### config.mk
export PLATFORM = sky130hd
export DESIGN_NAME = mem_access_unit
export DESIGN_NICKNAME = d
export VERILOG_FILES = /design/src/rtl/mem_access_unit.sv
export SDC_FILE = /design/constraint.sdc
export NUM_CORES = 1
export LEC_CHECK = 0
export CORE_MARGIN = 5
export CORE_UTILIZATION = 30
export CTS_BUF_LIST = sky130_fd_sc_hd__clkbuf_4 sky130_fd_sc_hd__clkbuf_8 sky130_fd_sc_hd__clkbuf_16
export DETAILED_ROUTE_END_ITERATION = 8
export SETUP_SLACK_MARGIN = 0.5
export SLEW_MARGIN = 0
export SYNTH_ARGS = -nofsm -noshare
export SYNTH_HDL_FRONTEND = slang
export SYNTH_SLANG_ARGS = --single-unit
### constraint.sdc
create_clock -name clk -period 4 [get_ports clk]
set_input_delay 0.8 -clock clk [delete_from_list [all_inputs] [get_ports clk]]
set_output_delay 0.8 -clock clk [all_outputs]
set_load 0.005 [all_outputs]
### src/rtl/mem_access_unit.sv
// Sequences one 16-bit load/store into one or two byte transfers on a req/ack data bus.
// Latency: byte op done 2 cycles after start, word op 3, NOP/illegal/misaligned 1 (immediate acks).
// Backpressure: busy stalls the pipeline while a transfer waits on mem_ack; the wait is bounded by TIMEOUT.
module mem_access_unit #(
    parameter int ADDR_W  = 16,
    parameter int TIMEOUT = 255
) (
    input  logic              clk,
    input  logic              rst,
    input  logic              start,
    input  logic [1:0]        mem_w,
    input  logic              mbyte,
    input  logic              down,
    input  logic [ADDR_W-1:0] addr,
    input  logic [15:0]       wdata,
    output logic              busy,
    output logic              done,
    output logic              err,
    output logic [15:0]       rdata,
    output logic              mem_req,
    output logic              mem_we,
    output logic [ADDR_W-1:0] mem_addr,
    output logic [7:0]        mem_wdata,
    input  logic [7:0]        mem_rdata,
    input  logic              mem_ack
);

    typedef enum logic [1:0] {IDLE, XFER0, XFER1, FIN} state_t;

    typedef struct packed {
        logic load;
        logic store;
        logic word;
        logic err;
    } cmd_t;

    localparam logic [16:0]       TMO_LIM  = 17'(TIMEOUT);
    localparam logic [ADDR_W-1:0] ADDR_ONE = {{(ADDR_W-1){1'b0}}, 1'b1};

    state_t            state_q, state_d;
    cmd_t              cmd_q, cmd_d;
    logic [ADDR_W-1:0] addr_q;
    logic [15:0]       wdata_q;
    logic [15:0]       tmo_cnt_q;
    logic [7:0]        hi_dat_q;
    logic              dec_illegal, dec_nop, dec_word, go_xfer;
    logic              in_xfer, last_ack, tmo_hit;

    always_comb begin
        cmd_d       = '0;
        dec_illegal = (mem_w == 2'b11) || (down && (mem_w != 2'b00));
        dec_nop     = !down && (mem_w == 2'b00);
        dec_word    = down ? !mbyte : (mem_w == 2'b10);
        cmd_d.load  = down && !dec_illegal;
        cmd_d.store = !down && !dec_illegal && !dec_nop;
        cmd_d.word  = dec_word;
        // Words must be even-aligned; odd addresses never reach the bus.
        cmd_d.err   = dec_illegal || (!dec_nop && dec_word && addr[0]);
        go_xfer     = !dec_nop && !cmd_d.err;
    end

    assign in_xfer  = (state_q == XFER0) || (state_q == XFER1);
    assign tmo_hit  = ({1'b0, tmo_cnt_q} + 17'd1) == TMO_LIM;
    assign last_ack = mem_ack && ((state_q == XFER1) || ((state_q == XFER0) && !cmd_q.word));

    always_comb begin
        state_d   = state_q;
        busy      = 1'b0;
        done      = 1'b0;
        err       = 1'b0;
        mem_req   = 1'b0;
        mem_we    = 1'b0;
        mem_addr  = '0;
        mem_wdata = '0;
        case (state_q)
            IDLE: begin
                if (start) state_d = go_xfer ? XFER0 : FIN;
            end
            XFER0: begin
                busy      = 1'b1;
                mem_req   = 1'b1;
                mem_we    = cmd_q.store;
                mem_addr  = addr_q;
                // Big-endian: the first transfer of a word carries the high byte.
                mem_wdata = cmd_q.word ? wdata_q[15:8] : wdata_q[7:0];
                if (mem_ack)      state_d = cmd_q.word ? XFER1 : FIN;
                else if (tmo_hit) state_d = FIN;
            end
            XFER1: begin
                busy      = 1'b1;
                mem_req   = 1'b1;
                mem_we    = cmd_q.store;
                mem_addr  = addr_q + ADDR_ONE;
                mem_wdata = wdata_q[7:0];
                if (mem_ack || tmo_hit) state_d = FIN;
            end
            FIN: begin
                done    = 1'b1;
                err     = cmd_q.err;
                state_d = IDLE;
            end
            default: state_d = IDLE;
        endcase
    end

    always_ff @(posedge clk) begin
        if (rst) begin
            state_q   <= IDLE;
            cmd_q     <= '0;
            addr_q    <= '0;
            wdata_q   <= '0;
            tmo_cnt_q <= '0;
            hi_dat_q  <= '0;
            rdata     <= '0;
        end else begin
            state_q <= state_d;
            if ((state_q == IDLE) && start) begin
                cmd_q   <= cmd_d;
                addr_q  <= addr;
                wdata_q <= wdata;
            end else if (in_xfer && !mem_ack && tmo_hit) begin
                cmd_q.err <= 1'b1;
            end
            // Counter restarts on every state change, so each byte gets a full window.
            if (state_d != state_q) tmo_cnt_q <= '0;
            else if (in_xfer)       tmo_cnt_q <= tmo_cnt_q + 16'd1;
            if ((state_q == XFER0) && mem_ack) hi_dat_q <= mem_rdata;
            if (last_ack && cmd_q.load)
                rdata <= cmd_q.word ? {hi_dat_q, mem_rdata} : {{8{mem_rdata[7]}}, mem_rdata};
        end
    end

endmodule

### Word-level counts from Yosys, hierarchy flattened

Cells that the tools add are included.

| storage, ports and cells | value |
|---|---|
| flip-flop bits (word level) | 78 |
| input port bits | 48 |

| operators by class | value |
|---|---|
| eq/ne operators | 7 |
| reductions and logical operators | 33 |
| add/sub/neg operators | 3 |
| multiplexer cells | 18 |

Operators by type and width:

| operator | number |
|---|---|
| $add A16 B1 Y16 const B | 2 |
| $pmux W16 S2 | 1 |
| $add A16 B1 Y17 const B | 1 |
| $eq A17 B8 Y1 const B | 1 |
| $mux W16 | 1 |
| $pmux W8 S2 | 1 |
| $logic_and A1 B1 Y1 | 15 |
| $mux W2 | 5 |
| $eq A2 B2 Y1 const B | 4 |
| $mux W1 | 8 |
| $mux W8 | 1 |
| $pmux W2 S4 | 1 |
| $logic_not A1 Y1 | 7 |
| $logic_or A1 B1 Y1 | 5 |
| $logic_not A2 Y1 | 2 |
| $reduce_bool A2 Y1 | 2 |
| $reduce_or A2 Y1 | 2 |
| $eq A2 B1 Y1 const B | 1 |
| $ne A2 B2 Y1 | 1 |

### Depth between registers and ports, before layout

| depth | value |
|---|---|
| depth after elaboration | 13 |
| mapped depth | 10 |

### Least setup slack after synthesis

Ideal clock, no wire load.

| timing path | value |
|---|---|
| path kind | register to output |
| from | reg addr_q[3] |
| to | out mem_addr[15] |
| setup slack | 1484 ps |
| data arrival time | 1716 ps |
| buffers on the path | 1 |
| stages on the path, launching flop included | 7 |
| cell sequence | dfxtp_1 > buf_2 > nand3_1 > nor4_2 > nand4_1 > or4_1 > a21boi_0 |

| between the ends | value |
|---|---|
| cells in the longest elaborated chain, start to end | 2 |

Ends and longest elaborated chain:

| item | RTL line | RTL |
|---|---|---|
| start: declaration | 42 | `logic [ADDR_W-1:0] addr_q;` |
| start signal: assignment | 119 | `addr_q <= addr;` |
| $add A16 B1 Y16 | 93 | `mem_addr = addr_q + ADDR_ONE;` |
| $pmux W16 S2 | 75 | `case (state_q)` |
| end: declaration | 22 | `output logic [ADDR_W-1:0] mem_addr,` |

No other way between the ends.

### Worst setup path in the final report

| timing path | value |
|---|---|
| from | reg state_q[1] |
| to | out mem_wdata[1] |

| between the ends | value |
|---|---|
| cells in the longest elaborated chain, start to end | 2 |

Ends and longest elaborated chain:

| item | RTL line | RTL |
|---|---|---|
| start: declaration | 40 | `state_t state_q, state_d;` |
| start signal: assignment | 116 | `state_q <= state_d;` |
| $eq A2 B2 Y1 or $eq A2 B1 Y1 (tied branches) | 75 |  |
| $pmux W8 S2 (*) | 75 |  |
| end: declaration | 23 | `output logic [7:0] mem_wdata,` |

Every way passes the cells marked *; elsewhere a longest branch is shown, timed or not.

==> qor.csv <==
stage,metric,value,unit
status,status,"finished, final reports clean",
route,vias,4058,
sta,hold_violations,0,
route,firstDrtPassIters,4,
grt,grt_pass1_wl,19400,um
worst_setup_path,r2r_start,state_q[1]$_SDFF_PP0_,
synthesis,synth_cell_types,55,
worst_setup_path,cp_cell_sequence,"inv_1, ha_2, buf_4, a22oi_1, nor2b_1, clkdlybuf4s50_1",
sta,finalSetupTns,0,ps
place,gp_congestion,0.829,
route,drtAntennaViolNets,0,
die,row_count,43,
clock_network,cts_buffers,9,
die,initial_core_util,30.5,%
clock_network,clkLatencyLatePin,340,ps
synthesis,yosys_warnings,0,
pwr,intPower,1.89,mW
clock_network,path_clk_slew,60,ps
grt,grt_max_degree,63,
synthesis,syn_area_per_cell,7.66,um^2
worst_setup_path,cpMaxStageDelayCell,ha_2,
place,hpwlAfterDp,8270,um
synthesis,synth_edf_count,0,
pwr,peakVddDrop,0.248,mV
route,wl_per_cell,14.5,um
synthesis,syn-num-nets,606,
route,wirelength,11700,um
worst_setup_path,startpoint,state_q[1]$_SDFF_PP0_,
cells_and_area,multi_input_area,2490,um^2
cells_and_area,diodes,0,
place,dp_cells,790,
min_path,hp-class,register to register,
sta,relSlewSlack,40.6,%
cells_and_area,seq_area,1570,um^2
pwr,switchingPower,1.01,mW
synthesis,synth.yosys.seq_area_share,37.1,%
route,drt-initial-drc-count,236,
worst_setup_path,cp_top_family,buffers and inverters,
clock_network,cts_buffer_depth,2,
route,via_per_inst,5.03,
sta,worst_pin_slew,889,ps
sta,max_clock_freq,296,MHz
die,dieArea,16500,um^2
job,cap_violations,0,
worst_setup_path,cp.arrival,2580,ps
synthesis,synthArstFlopShare,0,%
place,dp_slack,650,ps
die,dieWidth,128,um
sta,finalClockSkew,6.38,ps
clock_network,cts_sinks,78,
clock_network,ctsHoldBuffers,0,
route,drcViolationCount,0,
clock_network,root_buffer,clkbuf_16,
pwr,p_sw_share,34.9,%
pwr,clkPwrFrac,31.2,%
synthesis,ys_ff_latch,78,
cells_and_area,fin_cells,807,
clock_network,cts_tree,done,
clock_network,htree_levels,3,
worst_setup_path,rrSetupSlack,930,ps
worst_setup_path,critPathKind,register to output port,
place,portBuffers,92,
pwr,power.density,512,nW/um^2
sta,finalSetupViolCount,0,
worst_setup_path,critPathMaxStageDelay,530,ps
synthesis,synth_top_flop_cell,dfxtp_1,
worst_setup_path,cp-endpoint,mem_wdata[1],
worst_setup_path,cp_max_fo,22,
grt,track_usage,14.5,%
die,core,13800,um^2
sta,fin_ws,624,ps
pwr,p_leak,1.92,nW
grt,overflow,0,
sta,post-route-period-util,84.4,%
cells_and_area,num-nets-final,678,
pwr,p_comb_share,35.4,%
sta,rsz0062_at_grt,yes,
cells_and_area,final_core_util,40.9,%
cells_and_area,drive_gt1_share,8.93,%
synthesis,synthCells,550,
worst_setup_path,end_kind,output port,
synthesis,netlist_area,4210,um^2
die,die_h,128,um
sta,min_period,3380,ps
worst_setup_path,cp-start-kind,register,
worst_setup_path,crit_cells,6,
worst_setup_path,cp.buffers_inverters,3,
cells_and_area,fillers,1391,
die,io_pins,93,
worst_setup_path,worst_ep_required_time,3200,ps
cells_and_area,area_growth,34.4,%
worst_setup_path,reg2reg_depth,9,
pwr,pwr-share-seq,33.4,%
worst_setup_path,r2r-end,tmo_cnt_q[1]$_SDFFE_PP0P_,
pwr,total_power,2.90,mW
sta,slew_violations,0,
grt,antenna_found_initial,0,
grt,grt_pass1_vias,3958,
## cells by family (layout without fill, tap and decap cells)
family | count (synthesis) | in the layout | share of synthesized area (%)
XOR/XNOR | 21 | 21 | 4.37
adder cells (fa/ha/maj) | 8 | 8 | 2.38
AO/OA/AOI/OAI | 134 | 134 | 19.5
flip-flops | 78 | 78 | 37.1
buffers and inverters | 51 | 128 | 4.93
AND/OR/NAND/NOR | 239 | 239 | 27.0
multiplexers | 19 | 19 | 4.75
## repair_timing
action,CTS,global route
pin swaps,0,2
endpoints found under the setup margin,9,10
resized for setup,5,11
cloned,0,0
buffers inserted,1,0
## worst min path at each step
stage	start	to	depth (start not counted)
2_1_floorplan	wdata_q[10]$_SDFFE_PP0P_	wdata_q[10]$_SDFFE_PP0P_	2
3_3_place_gp	wdata_q[8]$_SDFFE_PP0P_	wdata_q[8]$_SDFFE_PP0P_	2
3_5_place_dp	hi_dat_q[7]$_SDFFE_PP0P_	hi_dat_q[7]$_SDFFE_PP0P_	2
4_1_cts	wdata_q[11]$_SDFFE_PP0P_	wdata_q[11]$_SDFFE_PP0P_	2
5_1_grt	hi_dat_q[7]$_SDFFE_PP0P_	hi_dat_q[7]$_SDFFE_PP0P_	2
6_report	wdata_q[11]$_SDFFE_PP0P_	wdata_q[11]$_SDFFE_PP0P_	2
## routing by layer
layer | vias up | share of wire, % | track usage (%)
met5 | - | 0 | 0
met4 | 0 | 2.8 | 6.43
met3 | 26 | 5.3 | 4.11
met2 | 115 | 48 | 23.7
met1 | 1872 | 44 | 17.7
li1 | 2045 | - | -
## power groups by stage
stage	registers, mW	logic, mW	clock network (mW)
global placement	0.972	0.962	0
CTS	0.962	1.01	0.934
global route	0.982	1.14	0.960
floorplan	0.944	0.672	0
detailed placement	0.978	0.976	0
finish	0.968	1.03	0.905
## cells in the final DEF, fill, tap and decap left out, types with 3 or more instances in the layout
master,Yosys,layout
a22oi_1,9,9
inv_1,10,8
o21ai_0,19,19
xnor2_1,9,9
a211oi_1,11,11
a21boi_0,9,8
dfxtp_1,78,75
nand3_1,25,24
clkbuf_16,0,9
mux2i_1,11,11
a31oi_1,5,5
and2_1,10,10
buf_4,1,9
nor2b_1,14,14
nor2_1,51,51
clkdlybuf4s50_1,0,91
a21oi_1,66,65
nand2_1,90,90
mux2_2,8,8
and3_1,8,8
nor3_1,11,11
or3_1,3,3
xor2_1,12,12
ha_1,8,5
nand4_1,8,8
## per-stage QoR
step / hold WS [ps] / area (um^2)
floorplan: 433 / 4210
global placement: 442 / 5250
detailed placement: 447 / 5250
CTS: 456 / 5630
global route: 474 / 5660
finish: 456 / 5660
## Yosys cell counts (4+ instances only)
cell type   n  area (um^2)
nand4_1     8         50.1
o21ai_0    19         95.1
dfxtp_1    78         1560
a211oi_1   11         82.6
nor3_1     11         55.1
mux2i_1    11          110
a22oi_1     9         67.6
ha_1        8          100
nor2b_1    14         87.6
nor2_1     51          191
and2_1     10         62.6
a31oi_1     5         31.3
buf_2       4         20.0
inv_1      10         37.5
and3_1      8         50.1
a21oi_1    66          330
nand2_1    90          338
nand3_1    25          125
clkbuf_1   32          120
mux2_2      8         90.1
xnor2_1     9         78.8
xor2_1     12          105
a21boi_0    9         67.6
## layout make-up
cell class                      instances  share of cell area, %
Timing Repair Buffer                  102                   17.7
Clock inverter                          6                   1.66
Inverter                               10                  0.730
Sequential cell                        78                   27.7
Tap cell                              180                   3.98
Multi-Input combinational cell        421                   44.0
Clock buffer                           10                   4.22
## flip-flops by register name (all words and copies together) (netlist names)
register	cells
tmo_cnt_q	16
wdata_q	16
addr_q	16
cmd_q	4
state_q	2
rdata	16
hi_dat_q	8
## worst register-to-register path, stage by stage (launching register included)
cell      delay [ps]
dfxtp_1          380
inv_1            220
ha_2             530
buf_4            330
a21bo_2          280
a31oi_1          160
o21ai_0          130
nor4_1           510
a31oi_4          170
a211oi_1         270
Note: power is estimated with default switching activity, not from simulation.
